**config.mk**
```make
export PLATFORM = sky130hd
export DESIGN_NAME = sarlock_seq_flat
export DESIGN_NICKNAME = d
export VERILOG_FILES = /design/src/rtl/sarlock_seq_if.sv /design/src/rtl/sarlock_seq.sv /design/src/flat_wrapper.sv
export SDC_FILE = /design/constraint.sdc
export NUM_CORES = 1
export LEC_CHECK = 0
export BUFFER_PORTS_ARGS = -buffer_cell sky130_fd_sc_hd__buf_2
export CAP_MARGIN = 20
export CORE_MARGIN = 2
export CORE_UTILIZATION = 52
export DETAILED_ROUTE_END_ITERATION = 12
export PLACE_DENSITY = 0.74
export SLEW_MARGIN = 20
export SYNTH_ARGS = -nofsm -noshare
export SYNTH_HDL_FRONTEND = slang
export SYNTH_SLANG_ARGS = --single-unit
```
**constraint.sdc**
```tcl
create_clock -name clk -period 1.8 [get_ports clk]
set_clock_uncertainty 0.1 [all_clocks]
set_input_delay 0.27 -clock clk [delete_from_list [all_inputs] [get_ports clk]]
set_output_delay 0.27 -clock clk [all_outputs]
set_load 0.005 [all_outputs]
```
**src/rtl/sarlock_seq_if.sv**
```systemverilog
// sarlock_seq_if: key-load scan port and locked datapath bundle for sarlock_seq
interface sarlock_seq_if #(
  parameter int IN_W = 8,
  parameter int OUT_W = 2
);
  logic key_in, key_shift, key_clear, key_armed;
  logic in_valid, out_valid;
  logic [IN_W-1:0] inputs;
  logic [OUT_W-1:0] out;
  modport master(
    output key_in, key_shift, key_clear, in_valid, inputs,
    input key_armed, out_valid, out
  );
  modport slave(
    input key_in, key_shift, key_clear, in_valid, inputs,
    output key_armed, out_valid, out
  );
endinterface

```
**src/rtl/sarlock_seq.sv**
```systemverilog
// sarlock_seq: serial-keyed SARLock around a registered half-word adder
module sarlock_seq #(
  parameter int IN_W = 8,
  parameter int OUT_W = 2,
  parameter logic [IN_W-1:0] SECRET = 8'b01101101,
  parameter logic [OUT_W-1:0] FLIP_MASK = {OUT_W{1'b1}}
) (
  input logic clk,
  input logic rst,
  sarlock_seq_if.slave bus
);
  localparam int CW = $clog2(IN_W + 1);
  localparam int H = IN_W / 2;
  typedef enum logic [1:0] {UNKEYED, LOADING, ARMED} state_t;
  state_t state_q, state_d;
  logic [IN_W-1:0] key_q, key_d;
  logic [CW-1:0] cnt_q, cnt_d;
  logic key_armed_q, key_armed_d, out_valid_q, out_valid_d;
  logic [OUT_W-1:0] out_q, out_d;
  logic [H:0] sum;
  logic shift, flip, accept;
  always_comb begin
    shift = bus.key_shift && state_q != ARMED && cnt_q != CW'(IN_W);
    cnt_d = bus.key_clear ? '0 : shift ? cnt_q + 1'b1 : cnt_q;
    key_d = bus.key_clear ? '0 : shift ? {key_q[IN_W-2:0], bus.key_in} : key_q;
    state_d = bus.key_clear ? UNKEYED :
              (shift && cnt_d == CW'(IN_W)) ? ARMED :
              shift ? LOADING : state_q;
    key_armed_d = state_d == ARMED;
    sum = {1'b0, bus.inputs[H-1:0]} + {1'b0, bus.inputs[IN_W-1:H]};
    // flip compares against the key held before this edge, so a same-cycle clear still serves the beat
    flip = bus.inputs == key_q && bus.inputs != SECRET;
    accept = bus.in_valid && key_armed_q;
    out_d = accept ? sum[OUT_W-1:0] ^ (flip ? FLIP_MASK : '0) : out_q;
    out_valid_d = accept;
  end
  always_ff @(posedge clk) begin
    if (rst) begin
      state_q <= UNKEYED;
      key_q <= '0;
      cnt_q <= '0;
      key_armed_q <= 1'b0;
      out_q <= '0;
      out_valid_q <= 1'b0;
    end else begin
      state_q <= state_d;
      key_q <= key_d;
      cnt_q <= cnt_d;
      key_armed_q <= key_armed_d;
      out_q <= out_d;
      out_valid_q <= out_valid_d;
    end
  end
  assign bus.key_armed = key_armed_q;
  assign bus.out_valid = out_valid_q;
  assign bus.out = out_q;
endmodule

```
**src/flat_wrapper.sv**
```systemverilog
// flat-port wrapper written by rule: the top's interface ports become plain ports
module sarlock_seq_flat 
#(
  parameter int IN_W = 8,
  parameter int OUT_W = 2,
  parameter logic [IN_W-1:0] SECRET = 8'b01101101,
  parameter logic [OUT_W-1:0] FLIP_MASK = {OUT_W{1'b1}}
)
  (clk, rst, bus_key_in, bus_key_shift, bus_key_clear, bus_in_valid, bus_inputs, bus_key_armed, bus_out_valid, bus_out);
  sarlock_seq_if #(.IN_W(IN_W), .OUT_W(OUT_W)) bus_i ();
  input logic clk;
  input logic rst;
  input wire logic [$bits(bus_i.key_in)-1:0] bus_key_in;
  input wire logic [$bits(bus_i.key_shift)-1:0] bus_key_shift;
  input wire logic [$bits(bus_i.key_clear)-1:0] bus_key_clear;
  input wire logic [$bits(bus_i.in_valid)-1:0] bus_in_valid;
  input wire logic [$bits(bus_i.inputs)-1:0] bus_inputs;
  output wire logic [$bits(bus_i.key_armed)-1:0] bus_key_armed;
  output wire logic [$bits(bus_i.out_valid)-1:0] bus_out_valid;
  output wire logic [$bits(bus_i.out)-1:0] bus_out;
  assign bus_i.key_in = bus_key_in;
  assign bus_i.key_shift = bus_key_shift;
  assign bus_i.key_clear = bus_key_clear;
  assign bus_i.in_valid = bus_in_valid;
  assign bus_i.inputs = bus_inputs;
  assign bus_key_armed = bus_i.key_armed;
  assign bus_out_valid = bus_i.out_valid;
  assign bus_out = bus_i.out;
  sarlock_seq #(.IN_W(IN_W), .OUT_W(OUT_W), .SECRET(SECRET), .FLIP_MASK(FLIP_MASK)) u_core (.clk(clk), .rst(rst), .bus(bus_i));
endmodule
```
==> flow_summary.toml, run 1 <==
[synth]
synth_top_family_by_area = "simple AND/OR/NAND/NOR gates"
synth_compound_area_share_pct = 17.42
synth_cells = 100
syn_area_um2 = 890.9
post_synth_num_cell_types = 25
synthAdderAreaFrac_pct = 4.213
avgSynthCellArea_um2 = 8.909
muxShareOfSynthArea_pct = 0
yosysWarnings = 0
syn-num-nets = 117
yosys.area_share.simple_pct = 20.08
ys_ff_latch = 18
yosysSeqAreaShare_pct = 40.45
synth_xor_area_share_pct = 14.75

[final_layout]
area_growth_pct = 14.19
postLayoutCellArea_mm2 = 0.001017
nets = 137
diodes = 0
instances_no_fill = 134
layout-drive-gt1-share_pct = 22.88

[global_route]
grt_pass1_vias = 607
overflow = 0
grt_max_degree = 16
grt_pass1_wl_mm = 2.497
antenna_found_initial = 0
grt_usage_pct = 17.76

[critical_path]
worstSetupPathType = "flip-flop to flip-flop"
reg2reg_slack_ns = 0.16
crit_chain = "xor2_1 -> a2111oi_4 -> o211ai_2 -> xor2_1 -> a311oi_1"
end_kind = "flip-flop"
r2r-start = "u_core.key_q[4]"
r2r-end = "u_core.bus.out[0]"
slowest_stage = "dfxtp_1"
cp.required_ns = 1.91
crit_path_max_incr_delay_ns = 0.34
cp.arrival_ns = 1.75
cp_common_cell = "xor2_1"
r2r_cells = 5
crit_path_start_kind = "flip-flop"
worstPathMaxFanout = 3

[die]
die_w_um = 45.39
num_rows = 14
core_area_mm2 = 0.001559
die_h_um = 45.39
ios = 18
initial_core_util_pct = 57.14
dieArea_mm2 = 0.002060

[clocking]
cts_tree = "yes"
clk_latency_ns = 0.29
cts-root-buf = "clkbuf_4"
htreeDepth = 1
cts_made_buffers = 3
cts_buffer_depth = 2
cts.clk_slew.worst_paths_ns = 0.10
clkSinkCount = 18
hold_buffers = 0

[sta]
setup_tns_ns = 0
rsz0062_at_grt = "no"
fin_crit_sh_pct = 91.28
max_freq_mhz = 608.6
slew_headroom_pct = 81.12
hold_violations = 0
fin_crit_ns = 1.643
setup_slack_ns = 0.1570
finalMaxSlewViolations = 0
worst_pin_slew_ns = 0.2831
finalSetupViolations = 0

[drt]
num_vias = 746
drtPass1Iterations = 4
detail_route.wl_per_cell_um = 12.02
routed_wl_mm = 1.611
first_iter_violations = 16
postRouteAntennaNets = 0
drc_errors = 0
vias_per_cell = 5.567

[power]
internal-power_uw = 515.5
pwr-share-comb_pct = 11.8
p_switching_uw = 162.5
clockPowerShare_pct = 28.5
p_leak_uw = 0.0004064
peakVddDrop_mv = 0.3898
pwr-share-seq_pct = 59.8
total_power_uw = 678.1
powerDensity_mw_per_mm2 = 666.6
swShare_pct = 23.97

[placed_design]
post-place-cells = 130
pre_cts_ws_ns = 0.09320
post_dp_cell_area_um2 = 987.2
io_buffers = 17
hpwl_mm = 1.225
gp_congestion = 0.8574

[worst_hold_path]
hp-class = "input port to flip-flop"
min_from = "rst"
min_path_cells = 2
worstHoldEndpoint = "u_core.bus.out_valid"

[run_status]
status = "complete, no violations"

[job]
drv_cap = 0
registers in the layout (all words and copies together), names as in the netlist:
name                  flops
u_core.state_q            2
u_core.key_q              8
u_core.bus.key_armed      1
u_core.bus.out_valid      1
u_core.cnt_q              4
u_core.bus.out            2
power groups by stage:
stage,clock network (uW),registers (uW),logic [uW]
6_report,193,405,79.7
5_1_grt,220,406,87.7
4_1_cts,199,405,77.4
3_5_place_dp,0,415,77.1
3_3_place_gp,0,414,75.8
2_1_floorplan,0,414,50.1
metal layers:
metal	wire length, um	share of wire, %	vias to the layer above	track usage [%]
met3	147	9.1	4	4.762
met2	675	42	32	27.32
met5	0	0	-	0
met4	33	2.0	0	12.35
met1	755	47	332	21.29
li1	-	-	378	-
worst max path at each step:
stage	start	slack [ns]	cells after the start	to
finish	u_core.key_q[4]	0.16	5	u_core.bus.out[0]
global route	u_core.key_q[4]	0.007	5	u_core.bus.out[0]
CTS	u_core.key_q[4]	0.13	5	u_core.bus.out[0]
detailed placement	bus_inputs[4]	0.09	6	u_core.bus.out[0]
global placement	bus_inputs[4]	0.13	6	u_core.bus.out[0]
floorplan	u_core.key_q[4]	0.26	5	u_core.bus.out[0]
cell usage after synthesis:
cell type,number,area share (%)
a21oi_1,13,7.3
ha_1,3,4.2
nor4_4,1,2.4
buf_2,1,0.56
dfxtp_1,18,40
nand3_1,1,0.56
nand4_1,1,0.70
nor3_1,1,0.56
o211ai_2,1,1.4
o211a_1,1,1.1
a41oi_1,1,0.98
nand2_1,22,9.3
o211ai_1,1,0.84
inv_1,3,1.3
xor2_1,11,11
nand2b_1,1,0.70
nor3b_1,2,1.7
clkbuf_1,3,1.3
a311oi_1,2,2.0
xnor2_1,4,3.9
a31oi_1,1,0.70
and4bb_1,1,1.4
nor2_1,5,2.1
a2111oi_4,1,3.1
or2_2,1,0.70
area by class of cell:
type / count / area [um^2]
clock buffers: 3 / 22.52
fillers: 133 / 541.8
inverters: 3 / 11.26
multi-input cells: 75 / 503.0
flip-flops and latches: 18 / 360.3
well taps: 16 / 20.02
repair buffers: 19 / 100.1
metrics by stage:
step | utilization [%] | hold WS [ns]
floorplan | - | 0.2420
global placement | 63.32 | 0.3549
detailed placement | 63.32 | 0.3617
CTS | 64.77 | 0.06550
global route | 65.25 | 0.05883
finish | 65.25 | 0.07261
placed cells by master (no fill, tap or decap), types with 2 or more instances in the layout:
cell      netlist  final
nand2_1        22     22
dfxtp_1        18     18
buf_2           1     17
a21oi_1        13     13
xor2_1         11     11
nor2_1          5      5
xnor2_1         4      4
inv_1           3      3
ha_1            3      3
clkbuf_4        0      3
nor3b_1         2      2
a311oi_1        2      2
buf_4           0      2
critical path: cells and delay by family (launching register included):
| family | cells | cell delay [ns] |
|---|---|---|
| xor gates and xnor gates | 2 | 0.36 |
| AOI/OAI and AO/OA | 3 | 0.77 |
| DFF | 1 | 0.34 |
cell families after synthesis:
group           count (synthesis)
simple gates                   36
compound gates                 21
flops                          18
xor+xnor                       15
buf+inv                         7
fa+ha+maj                       3
what timing repair did:
| item | CTS | global route |
|---|---|---|
| endpoints found under the setup margin | 0 | 8 |
| resized for setup | 0 | 1 |
| buffers inserted | 0 | 1 |
(Power assumes the default switching activity.)
==> run 2: changes to the inputs <==
--- a/config.mk
+++ b/config.mk
@@ -11,6 +11,7 @@
 export CORE_UTILIZATION = 52
 export DETAILED_ROUTE_END_ITERATION = 12
 export PLACE_DENSITY = 0.74
+export RECOVER_POWER = 100
 export SLEW_MARGIN = 20
 export SYNTH_ARGS = -nofsm -noshare
 export SYNTH_HDL_FRONTEND = slang
==> run 2 against run 1 <==
Against the previous run: cell area down 0.62%; hold slack worse by 0.0079 ns; global-route usage stayed put; first-iteration DRC count fell by 6.3%; die area stayed put; via count shrank 0.94%; maximum frequency shrank 0.21%; flip-flop and latch count stayed put; clock-buffer cell count is the same; core utilization down 0.40 points; setup slack got worse by 0.0035 ns; sequential power about the same; critical path type unchanged; critical endpoint unchanged; largest power group unchanged.
==> flow_summary.toml, run 2 (synthesized netlist as in run 1, its figures left out) <==
[clocking]
cts-root-buf = "clkbuf_4"
cts.clk_slew.worst_paths_ns = 0.10
cts_tree = "yes"
clkSinkCount = 18
cts_made_buffers = 3
cts_buffer_depth = 2
clk_latency_ns = 0.29
htreeDepth = 1

[critical_path]
r2r-end = "u_core.bus.out[0]"
worstSetupPathType = "flip-flop to flip-flop"
worstPathMaxFanout = 3
cp.required_ns = 1.91
reg2reg_slack_ns = 0.15
crit_path_start_kind = "flip-flop"
r2r-start = "u_core.key_q[4]"
cp.arrival_ns = 1.76
r2r_cells = 5
end_kind = "flip-flop"
cp-startpoint = "u_core.key_q[4]"
endpoint = "u_core.bus.out[0]"

[sta]
max_freq_mhz = 607.4
slew_headroom_pct = 76.18
setup_tns_ns = 0
finalSetupViolations = 0
fin_crit_sh_pct = 91.47
setup_slack_ns = 0.1535
fin_crit_ns = 1.646
rsz0062_at_grt = "no"
finalMaxSlewViolations = 0
hold_violations = 0
worst_pin_slew_ns = 0.3573

[final_layout]
area_growth_pct = 13.48
largest_register_ffs = 8
layout_commonest_cell = "nand2_1"
diodes = 0
finalCoreUtilization_pct = 64.85
layout-drive-gt1-share_pct = 20.34
nets = 137
reg_top3 = "u_core.key_q x8, u_core.cnt_q x4"
largest_register = "u_core.key_q"
layout_common_cells = "nand2_1 (22), dfxtp_1 (18), buf_2 (15)"

[drt]
vias_per_cell = 5.515
drc_errors = 0
first_iter_violations = 15
drtPass1Iterations = 4
postRouteAntennaNets = 0
detail_route.wl_per_cell_um = 12.10
num_vias = 739
routed_wl_mm = 1.622

[global_route]
grt_pass1_vias = 607
grt_usage_pct = 17.76
antenna_found_initial = 0
grt_pass1_wl_mm = 2.497
overflow = 0
grt_max_degree = 16

[die]
initial_core_util_pct = 57.14
num_rows = 14
core_area_mm2 = 0.001559
ios = 18
die_h_um = 45.39
die_w_um = 45.39
dieArea_mm2 = 0.002060

[power]
powerDensity_mw_per_mm2 = 670.7
peakVddDrop_mv = 0.3876
p_leak_uw = 0.0003940
total_power_uw = 678.1

[job]
drv_cap = 0

[placed_design]
hpwl_mm = 1.225
gp_congestion = 0.8574
pre_cts_ws_ns = 0.09320
io_buffers = 17

[run_status]
status = "complete, no violations"

[worst_hold_path]
hp-class = "input port to flip-flop"
## run 2: cell types whose count changed in the layout (fill, tap and decap cells not counted)
cell      previous run  this run
buf_4                2         1
clkbuf_1             0         3
buf_2               17        15
## run 2: critical path, cell delays in order (launching register included)
cell       delay, ns
dfxtp_1         0.34
xor2_1          0.19
a2111oi_4       0.34
o211ai_2        0.18
xor2_1          0.17
a311oi_1        0.26
## run 2: worst min path at each step
stage / startpoint / to / depth (start not counted)
2_1_floorplan: rst / u_core.bus.out_valid / 1
3_3_place_gp: u_core.state_q[1] / u_core.state_q[1] / 2
3_5_place_dp: u_core.state_q[1] / u_core.state_q[1] / 2
4_1_cts: rst / u_core.bus.out_valid / 2
5_1_grt: rst / u_core.bus.out_valid / 2
6_report: rst / u_core.bus.out_valid / 2
## run 2: cell type report
type / instances / area [um^2]
Clock buffer: 3 / 22.52
Fill cell: 137 / 548.0
Timing Repair Buffer: 19 / 93.84
Tap cell: 16 / 20.02
Inverter: 3 / 11.26
Sequential cell: 18 / 360.3
Multi-Input combinational cell: 75 / 503.0
## run 2: through the flow
stage,area [um^2],hold WS [ns],std cells
after floorplan,890.9,0.2420,100
after global placement,987.2,0.3549,130
after detailed placement,987.2,0.3617,130
after CTS,1010,0.06550,133
after global routing,1011,0.05883,134
final,1011,0.06470,134
## run 2: routing by layer
| metal | GRT usage [%] | up-vias | share of wire [%] |
|---|---|---|---|
| met5 | 0 | - | 0 |
| met4 | 12.35 | 0 | 2.3 |
| met3 | 4.762 | 4 | 8.1 |
| met2 | 27.32 | 30 | 43 |
| met1 | 21.29 | 326 | 47 |
| li1 | - | 379 | - |
## run 2: repair_timing
action,4_1_cts,5_1_grt
resized for setup,0,1
hold buffers,0,0
endpoints found under the setup margin,0,8
buffers inserted,0,1
## run 2: power breakdown
group          total, uW  internal [uW]  switching [uW]
Clock                194           77.9             116
Sequential           405            402            3.94
Combinational       78.6           35.3            43.3
Total                678            515             163
==> run 3: changes to the inputs <==
--- a/config.mk
+++ b/config.mk
@@ -8,9 +8,10 @@
 export BUFFER_PORTS_ARGS = -buffer_cell sky130_fd_sc_hd__buf_2
 export CAP_MARGIN = 20
 export CORE_MARGIN = 2
-export CORE_UTILIZATION = 52
+export CORE_UTILIZATION = 55
+export CTS_BUF_LIST = sky130_fd_sc_hd__clkbuf_4 sky130_fd_sc_hd__clkbuf_8
 export DETAILED_ROUTE_END_ITERATION = 12
-export PLACE_DENSITY = 0.74
+export PLACE_DENSITY = 0.78
 export RECOVER_POWER = 100
 export SLEW_MARGIN = 20
 export SYNTH_ARGS = -nofsm -noshare
==> run 3 against run 2 <==
Against the previous run: setup slack gained 0.0028 ns; via count grew 1.4%; flip-flop and latch count is the same; critical endpoint unchanged; largest power group unchanged; register-to-register slack is essentially flat; critical path type unchanged; non-clock buffer count is the same.
==> flow_summary.toml, run 3 (synthesized netlist as in run 1, its figures left out) <==
[final_layout]
reg_top3 = "u_core.key_q x8, u_core.cnt_q x4"
largest_register = "u_core.key_q"
n_fill_cell = 129
regArea_um2 = 360.3
area_growth_pct = 13.62
nets = 137
largest_register_ffs = 8
diodes = 0
layout_common_cells = "nand2_1 (22), dfxtp_1 (18), buf_2 (16)"
layout-drive-gt1-share_pct = 20.34
multi_input_area_um2 = 503.0
layout_commonest_cell = "nand2_1"

[clocking]
hold_buffers = 0
cts_buffer_depth = 2
cts-root-buf = "clkbuf_4"
cts.clk_slew.worst_paths_ns = 0.10
clk_latency_ns = 0.29
htreeDepth = 1
clkSinkCount = 18
cts_tree = "yes"
cts_made_buffers = 3

[drt]
detail_route.wl_per_cell_um = 12.72
first_iter_violations = 24
num_vias = 749
routed_wl_mm = 1.704
drc_errors = 0
postRouteAntennaNets = 0
vias_per_cell = 5.590
drtPass1Iterations = 4

[global_route]
antenna_found_initial = 0
grt_usage_pct = 19.30
grt_pass1_vias = 687
grt_max_degree = 16
grt_pass1_wl_mm = 2.780
overflow = 0

[critical_path]
crit_chain = "xor2_1 -> a2111oi_4 -> o211ai_2 -> xor2_1 -> a311oi_1"
cp_common_cell = "xor2_1"
slowest_stage = "a2111oi_4"
reg2reg_slack_ns = 0.16
endpoint = "u_core.bus.out[0]"
worstSetupPathType = "flip-flop to flip-flop"
path_depth = 5
crit_path_start_kind = "flip-flop"
cp-startpoint = "u_core.key_q[4]"
worstPathMaxFanout = 3
r2r-start = "u_core.key_q[4]"
crit_path_max_incr_delay_ns = 0.35
cp.arrival_ns = 1.75
cp_top_family = "compound AO/OA/AOI/OAI gates"
cp.required_ns = 1.91
r2r_cells = 5
crit_buf_inv = 0
end_kind = "flip-flop"
r2r-end = "u_core.bus.out[0]"

[sta]
hold_violations = 0
max_freq_mhz = 608.4
worst_pin_slew_ns = 0.4017
finalHoldWorstSlack_ns = 0.07003
rsz0062_at_grt = "no"
slew_headroom_pct = 73.22
fin_crit_sh_pct = 91.32
setup_tns_ns = 0
finalMaxSlewViolations = 0
finalSetupViolations = 0
fin_crit_ns = 1.644

[die]
num_rows = 14
core_area_mm2 = 0.001506
dieArea_mm2 = 0.001958
initial_core_util_pct = 59.14
die_w_um = 44.25
ios = 18
die_h_um = 44.25

[worst_hold_path]
hp-class = "input port to flip-flop"
min_from = "rst"

[power]
peakVddDrop_mv = 0.5917
powerDensity_mw_per_mm2 = 667.2
p_leak_uw = 0.0004020
total_power_uw = 675.4

[placed_design]
io_buffers = 17
hpwl_mm = 1.268
gp_congestion = 0.7943

[job]
drv_cap = 0

[run_status]
status = "complete, no violations"
-- run 3: cell count changes in the layout (fill, tap and decap cells not counted) --
cell      previous run  this run
buf_2               15        16
clkbuf_1             3         2
o211a_1              0         1
o211a_2              1         0
-- run 3: metal layers --
| metal | global-route usage [%] | routed length, um | up-vias |
|---|---|---|---|
| li1 | - | - | 376 |
| met5 | 0 | 0 | - |
| met1 | 21.74 | 698 | 336 |
| met4 | 6.061 | 17 | 0 |
| met3 | 5.714 | 128 | 4 |
| met2 | 34.71 | 859 | 33 |
-- run 3: per-stage QoR --
stage | setup WS, ns | area (um^2) | utilization [%] | std cells
4_1_cts | 0.07483 | 1010 | 67.03 | 133
3_3_place_gp | 0.1631 | 987.2 | 65.53 | 130
3_5_place_dp | 0.09308 | 987.2 | 65.53 | 130
5_1_grt | 0.008160 | 1012 | 67.19 | 134
6_report | 0.1563 | 1012 | 67.19 | 134
2_1_floorplan | 0.2638 | 890.9 | - | 100
-- run 3: how the worst min path moves through the flow --
stage	end	depth (start not counted)
after floorplan	u_core.bus.out_valid	1
after global placement	u_core.state_q[1]	2
after detailed placement	u_core.state_q[1]	2
after CTS	u_core.bus.out[1]	2
after global routing	u_core.bus.out[1]	2
final	u_core.bus.out[1]	2
-- run 3: power by group --
group	switching (uW)	internal, uW	total [uW]
registers	4.25	402	406
clock network	113	77.8	191
logic	43.7	34.8	78.4
-- run 3: what timing repair did --
item,in CTS,in global routing
setup buffers,0,1
resized for setup,0,0
setup endpoints to repair,0,10
-- run 3: layout make-up --
type | instances | area share (%)
flip-flops and latches | 18 | 35.60
clock buffers | 3 | 2.225
inverters | 3 | 1.112
repair buffers | 19 | 9.394
multi-input cells | 75 | 49.69
well taps | 16 | 1.978
